<file path="src/rtl/regfile_pkg.sv">
// rtl/regfile_pkg.sv - shared widths, writeback entry type and grant encoding
package regfile_pkg;
    localparam int DATA_W   = 32;
    localparam int ADDR_W   = 5;
    localparam int NUM_REGS = 1 << ADDR_W;
    localparam logic [ADDR_W-1:0] ZERO_REG = '0;

    typedef struct packed {
        logic [ADDR_W-1:0] dest;
        logic [DATA_W-1:0] data;
    } wb_entry_t;

    typedef enum logic {
        GRANT_ALU = 1'b0,
        GRANT_MEM = 1'b1
    } grant_e;
endpackage

</file>
<file path="src/rtl/regfile_writeback_if.sv">
// rtl/regfile_writeback_if.sv - result source channel (valid/ready with dest and data)
interface regfile_writeback_if;
    import regfile_pkg::*;

    logic              valid;
    logic              ready;
    logic [ADDR_W-1:0] dest;
    logic [DATA_W-1:0] data;

    modport master (output valid, output dest, output data, input ready);
    modport slave  (input valid, input dest, input data, output ready);
endinterface

</file>
<file path="src/rtl/regfile_writeback_fifo.sv">
// rtl/regfile_writeback_fifo.sv - synchronous writeback buffer with wrap-around pointers
module wb_fifo
    import regfile_pkg::*;
#(
    parameter int DEPTH = 4
) (
    input  logic                     clk,
    input  logic                     rst,
    input  logic                     push_i,
    input  wb_entry_t                push_entry_i,
    input  logic                     pop_i,
    output wb_entry_t                head_o,
    output logic [$clog2(DEPTH):0]   count_o,
    output logic                     full_o,
    output logic                     empty_o
);
    localparam int PTR_W = $clog2(DEPTH);
    localparam int CNT_W = PTR_W + 1;

    wb_entry_t        mem_q [DEPTH];
    logic [PTR_W-1:0] wr_ptr_q, rd_ptr_q;
    logic [CNT_W-1:0] count_q;
    logic             do_push, do_pop;

    assign full_o  = (count_q == CNT_W'(DEPTH));
    assign empty_o = (count_q == '0);
    assign count_o = count_q;
    assign head_o  = mem_q[rd_ptr_q];

    // Pushes are checked against the pre-pop count, so a full FIFO never accepts.
    assign do_push = push_i && !full_o;
    assign do_pop  = pop_i && !empty_o;

    always_ff @(posedge clk or negedge rst) begin
        if (!rst) begin
            wr_ptr_q <= '0;
            rd_ptr_q <= '0;
            count_q  <= '0;
        end else begin
            if (do_push) wr_ptr_q <= wr_ptr_q + PTR_W'(1);
            if (do_pop)  rd_ptr_q <= rd_ptr_q + PTR_W'(1);
            case ({do_push, do_pop})
                2'b10:   count_q <= count_q + CNT_W'(1);
                2'b01:   count_q <= count_q - CNT_W'(1);
                default: count_q <= count_q;
            endcase
        end
    end

    always_ff @(posedge clk) begin
        if (do_push) mem_q[wr_ptr_q] <= push_entry_i;
    end
endmodule

</file>
<file path="src/rtl/regfile_writeback.sv">
// rtl/regfile_writeback.sv - round-robin result arbiter, buffered register write port, busy scoreboard
module regfile_writeback
    import regfile_pkg::*;
#(
    parameter int FIFO_DEPTH = 4
) (
    input  logic                clk,
    input  logic                rst,
    regfile_writeback_if.slave  alu,
    regfile_writeback_if.slave  mem,
    input  logic                wb_hold,
    input  logic                issue_en,
    input  logic [ADDR_W-1:0]   issue_dest,
    output logic                reg_write_en,
    output logic [ADDR_W-1:0]   reg_write_dest,
    output logic [DATA_W-1:0]   reg_write_data,
    output logic [NUM_REGS-1:0] busy_mask
);
    localparam int CNT_W = $clog2(FIFO_DEPTH) + 1;

    grant_e              last_grant_q, last_grant_d;
    logic                wr_en_q, wr_en_d;
    wb_entry_t           wr_q, wr_d;
    logic [NUM_REGS-1:0] busy_q, busy_d;

    logic                grant_mem, accept, push, pop, bypass, fifo_push;
    wb_entry_t           in_entry, head;
    logic [CNT_W-1:0]    fifo_count;
    logic                fifo_full, fifo_empty;

    wb_fifo #(.DEPTH(FIFO_DEPTH)) u_fifo (
        .clk          (clk),
        .rst          (rst),
        .push_i       (fifo_push),
        .push_entry_i (in_entry),
        .pop_i        (pop),
        .head_o       (head),
        .count_o      (fifo_count),
        .full_o       (fifo_full),
        .empty_o      (fifo_empty)
    );

    always_comb begin
        grant_mem = mem.valid && (!alu.valid || last_grant_q == GRANT_ALU);
        alu.ready = rst && !fifo_full && !grant_mem;
        mem.ready = rst && !fifo_full && grant_mem;
        accept    = (alu.valid && alu.ready) || (mem.valid && mem.ready);

        if (grant_mem) begin
            in_entry.dest = mem.dest;
            in_entry.data = mem.data;
        end else begin
            in_entry.dest = alu.dest;
            in_entry.data = alu.data;
        end

        // Results for r0 are consumed without touching the buffer or the write port.
        push      = accept && (in_entry.dest != ZERO_REG);
        pop       = (fifo_count != '0) && !wb_hold;
        // An empty buffer forwards the new result straight to the write registers.
        bypass    = fifo_empty && push && !wb_hold;
        fifo_push = push && !bypass;

        last_grant_d = last_grant_q;
        if (accept) last_grant_d = grant_mem ? GRANT_MEM : GRANT_ALU;

        wr_en_d = pop || bypass;
        wr_d    = wr_q;
        if (pop)         wr_d = head;
        else if (bypass) wr_d = in_entry;

        // Clear for the committing write first so a same-cycle reservation wins.
        busy_d = busy_q;
        if (wr_en_q) busy_d[wr_q.dest] = 1'b0;
        if (issue_en && issue_dest != ZERO_REG) busy_d[issue_dest] = 1'b1;
        busy_d[ZERO_REG] = 1'b0;
    end

    always_ff @(posedge clk or negedge rst) begin
        if (!rst) begin
            last_grant_q <= GRANT_ALU;
            wr_en_q      <= 1'b0;
            wr_q         <= '0;
            busy_q       <= '0;
        end else begin
            last_grant_q <= last_grant_d;
            wr_en_q      <= wr_en_d;
            wr_q         <= wr_d;
            busy_q       <= busy_d;
        end
    end

    assign reg_write_en   = wr_en_q;
    assign reg_write_dest = wr_q.dest;
    assign reg_write_data = wr_q.data;
    assign busy_mask      = busy_q;
endmodule

</file>
<file path="src/flat_wrapper.sv">
// flat-port wrapper written by rule: the top's interface ports become plain ports
module regfile_writeback_flat import regfile_pkg::*;
#(
    parameter int FIFO_DEPTH = 4
)
  (clk, rst, wb_hold, issue_en, issue_dest, reg_write_en, reg_write_dest, reg_write_data, busy_mask, alu_valid, alu_dest, alu_data, alu_ready, mem_valid, mem_dest, mem_data, mem_ready);
  regfile_writeback_if alu_i ();
  regfile_writeback_if mem_i ();
  input  logic clk;
  input  logic rst;
  input  logic wb_hold;
  input  logic issue_en;
  input  logic [ADDR_W-1:0] issue_dest;
  output logic reg_write_en;
  output logic [ADDR_W-1:0] reg_write_dest;
  output logic [DATA_W-1:0] reg_write_data;
  output logic [NUM_REGS-1:0] busy_mask;
  input wire logic [$bits(alu_i.valid)-1:0] alu_valid;
  input wire logic [$bits(alu_i.dest)-1:0] alu_dest;
  input wire logic [$bits(alu_i.data)-1:0] alu_data;
  output wire logic [$bits(alu_i.ready)-1:0] alu_ready;
  input wire logic [$bits(mem_i.valid)-1:0] mem_valid;
  input wire logic [$bits(mem_i.dest)-1:0] mem_dest;
  input wire logic [$bits(mem_i.data)-1:0] mem_data;
  output wire logic [$bits(mem_i.ready)-1:0] mem_ready;
  assign alu_i.valid = alu_valid;
  assign alu_i.dest = alu_dest;
  assign alu_i.data = alu_data;
  assign alu_ready = alu_i.ready;
  assign mem_i.valid = mem_valid;
  assign mem_i.dest = mem_dest;
  assign mem_i.data = mem_data;
  assign mem_ready = mem_i.ready;
  regfile_writeback #(.FIFO_DEPTH(FIFO_DEPTH)) u_core (.clk(clk), .rst(rst), .alu(alu_i), .mem(mem_i), .wb_hold(wb_hold), .issue_en(issue_en), .issue_dest(issue_dest), .reg_write_en(reg_write_en), .reg_write_dest(reg_write_dest), .reg_write_data(reg_write_data), .busy_mask(busy_mask));
endmodule
</file>
<file path="config.mk">
export PLATFORM = sky130hd
export DESIGN_NAME = regfile_writeback_flat
export DESIGN_NICKNAME = d
export VERILOG_FILES = /design/src/rtl/regfile_pkg.sv /design/src/rtl/regfile_writeback_if.sv /design/src/rtl/regfile_writeback_fifo.sv /design/src/rtl/regfile_writeback.sv /design/src/flat_wrapper.sv
export SDC_FILE = /design/constraint.sdc
export NUM_CORES = 1
export LEC_CHECK = 0
export ABC_AREA = 1
export BUFFER_PORTS_ARGS = -buffer_cell sky130_fd_sc_hd__clkbuf_2
export CORE_MARGIN = 2
export CORE_UTILIZATION = 35
export DETAILED_ROUTE_END_ITERATION = 8
export PLACE_DENSITY_LB_ADDON = 0.05
export SLEW_MARGIN = 30
export SYNTH_ARGS = -nofsm -noshare
export SYNTH_HDL_FRONTEND = slang
export SYNTH_HIERARCHICAL = 1
export SYNTH_SLANG_ARGS = --single-unit
</file>
<file path="constraint.sdc">
create_clock -name clk -period 4.87 [get_ports clk]
set_clock_uncertainty 0.15 [all_clocks]
set_input_delay 1.2175 -clock clk [delete_from_list [all_inputs] [get_ports clk]]
set_output_delay 1.2175 -clock clk [all_outputs]
set_load 0.01 [all_outputs]
</file>
==> results.txt <==
HPWL after detailed placement -> 16.1 mm
met1 Use GR -> 24.1%
H-tree Lvls -> 1
Resize count post-CTS -> 0
initial drt markers -> 406
DR WL/cell -> 16.2 um
yosys warns -> 6
PortBufs -> 155
CTS Hold Bufs -> 0
final instance area -> 12300 um^2
Comb power frac -> 33.0%
Final Util -> 42.6%
sequential-to-total area share from yosys stat -> 62.2%
CTS tree -> done
first-pass GRT wire length -> 41.7 mm
Slew Viols, Final -> 0
Die Wd -> 175 um
Yosys cell types -> 23
Setup CP Type -> input port to output port
Peak VDD IR -> 271 uV
Max-Slew Margin vs Limit -> 41.9%
Post CTS Setup Buffer Count -> 0
endpoints failing hold -> 0
# IOs -> 157
Leakage -> 5.62 nW
global routing's busiest layer -> met2
top_reg_cell synth -> edfxtp_1
RSZ-0062 raised after global routing -> false
worst reg2reg path endpoint -> u_core/u_fifo/mem_q[1][21]$_DFFE_PP_
die area -> 30700 um^2
Synth Cell Area -> 10300 um^2
Area after DPL -> 11300 um^2
Worst EP arrival -> 2.54 ns
most frequent cells in the layout -> nand2_1, clkbuf_2, edfxtp_1
Total Neg Setup Slack -> 0 ns
antenna diode count -> 0
power per standard cell area -> 597 nW/um^2
number of buffers created by CTS -> 26
pin count of the biggest net entering global routing -> 83
crit path from -> alu_valid
core area -> 28800 um^2
Tot Pwr -> 0.00732 W
ratio of cells with drive above 1 in the final layout -> 18.4%
M2 GR Usage -> 28.7%
Int Pwr -> 0.00467 W
R2R Path Start -> u_core/last_grant_q$_DFFE_PN0P_
Clk Latency, worst-skew pair -> 0.51 ns
Critical Path Start Type -> input port
Crit Path Max Fanout -> 26
area grow syn2layout -> 19.5%
worst-margin pin slew -> 0.872 ns
number of global-route vias before repair -> 7323
Min-Delay Path Class -> flop to flop
syn_nets -> 1158
commonest non-fill, non-tap cell in the layout -> nand2_1
period utilization -> 80.2%
Total GRT Usage -> 17.3%
Yosys reg bits -> 225
CP Capture Type -> output port
chip height -> 175 um
clock share of power -> 28.3%
routed wire length -> 26.2 mm
gp weighted congestion -> 0.773
total congestion overflow -> 0
clk buf depth -> 3
Net Switching -> 0.00265 W
row count -> 62
initial antenna violation count -> 0
Max-Cap Viols -> 0
syn avg cell area -> 9.61 um^2
Worst setup endpoint -> alu_ready
clock-pin slew on the worst setup and hold paths -> 0.06 ns
Multi-input gate area -> 3100 um^2
Nets -> 1301
f_max -> 0.256 GHz
Data required, critical path -> 3.50 ns
routed vias/inst -> 4.65
Clock Sinks -> 225
switching part of the total -> 36.2%
outcome -> complete, no violations
Seq pwr share -> 38.7%
Initial Util -> 35.6%
DRC -> 0
Post-synth EDFFs -> 148
FILL cells -> 2817
met3 Track Usage GR -> 2.46%
reg2reg setup slack -> 1.57 ns
clk root buf -> clkbuf_16
Post-Syn Instances -> 1067
fin crit period -> 3.91 ns
Worst Reg-to-Reg Cells -> 12
antenna-violating nets left -> 0
Post-synth ARST share -> 34.2%
# setup viols final -> 0
DRT Pass-1 Iters -> 5
Via Count -> 7506
Seq. cell area -> 6370 um^2
==> final cells by class <==
class,count,share of cell area (%)
clock buffers,34,6.14
inverters,121,3.73
flip-flops and latches,225,52.0
repair buffers,168,7.45
well taps,384,3.92
clock inverters,14,1.43
multi-input cells,668,25.3
==> per-stage QoR <==
stage	worst slack, ns	hold slack (ns)	std cells
final	0.963	0.357	1614
after global routing	0.787	0.359	1614
after CTS	0.898	0.351	1614
after detailed placement	0.601	0.342	1566
after global placement	0.655	0.341	1566
after floorplan	0.576	0.319	1067
==> synth_stat cells, types with 2 or more instances <==
library cell / count / area, um^2
nand3_1: 60 / 300
o21ai_0: 58 / 290
inv_1: 119 / 447
o211ai_1: 74 / 556
buf_2: 12 / 60.1
nor2_1: 15 / 56.3
o31ai_1: 8 / 60.1
nor3_1: 9 / 45.0
edfxtp_1: 148 / 4440
dfrtp_1: 77 / 1930
nand2_1: 430 / 1610
inv_2: 2 / 7.51
ha_1: 5 / 62.6
nand2_2: 3 / 18.8
buf_6: 19 / 214
buf_4: 3 / 22.5
clkbuf_1: 19 / 71.3
==> registers in the layout (all words and copies together) (netlist names) <==
signal / flops
u_core/u_fifo/mem_q: 148
u_core/reg_write_data: 32
u_core/busy_mask: 31
u_core/reg_write_dest: 5
u_core/u_fifo/count_o: 3
u_core/u_fifo/rd_ptr_q: 2
u_core/u_fifo/wr_ptr_q: 2
u_core/last_grant_q: 1
u_core/reg_write_en: 1
==> metal layers <==
metal | up-vias | part of all wire [%]
li1 | 3811 | -
met1 | 3495 | 47
met5 | - | 0
met4 | 0 | 1.9
met2 | 167 | 46
met3 | 33 | 4.3
==> power groups by stage <==
stage	clock network, W	registers, W	logic [W]
after global routing	0.00220	0.00289	0.00277
after floorplan	0	0.00295	0.00157
final	0.00207	0.00283	0.00242
after detailed placement	0	0.00287	0.00246
after global placement	0	0.00287	0.00245
after CTS	0.00213	0.00283	0.00247
==> logic make-up (layout without fill, tap and decap cells) <==
group           after synthesis  after routing  synth area share, %
xor+xnor                      1              1               0.0855
buf+inv                     174            337                 8.02
flops                       225            225                 62.2
compound gates              141            141                 8.90
fa+ha+maj                     6              6                0.806
other cells                   1              1               0.0366
simple gates                519            519                 20.0
==> critical path, cell delays in order <==
cell      delay, ns
clkbuf_2       0.09
nand2_2        0.07
nand2_2        0.23
inv_2          0.31
buf_4          0.39
nor2_1         0.07
clkbuf_2       0.13
==> how the worst min path moves through the flow <==
stage,startpoint,to,slack (ns),depth (start not counted)
after floorplan,u_core/u_fifo/count_o[0]$_DFFE_PN0P_,u_core/u_fifo/count_o[0]$_DFFE_PN0P_,0.32,1
after global placement,u_core/u_fifo/count_o[1]$_DFFE_PN0P_,u_core/u_fifo/count_o[1]$_DFFE_PN0P_,0.34,2
after detailed placement,u_core/reg_write_data[17]$_DFFE_PN0P_,u_core/reg_write_data[17]$_DFFE_PN0P_,0.34,2
after CTS,u_core/u_fifo/count_o[0]$_DFFE_PN0P_,u_core/u_fifo/count_o[0]$_DFFE_PN0P_,0.35,1
after global routing,u_core/u_fifo/count_o[0]$_DFFE_PN0P_,u_core/u_fifo/count_o[0]$_DFFE_PN0P_,0.36,1
final,u_core/reg_write_data[11]$_DFFE_PN0P_,u_core/reg_write_data[11]$_DFFE_PN0P_,0.36,2
No activity file was read; power rests on OpenSTA's default activity.
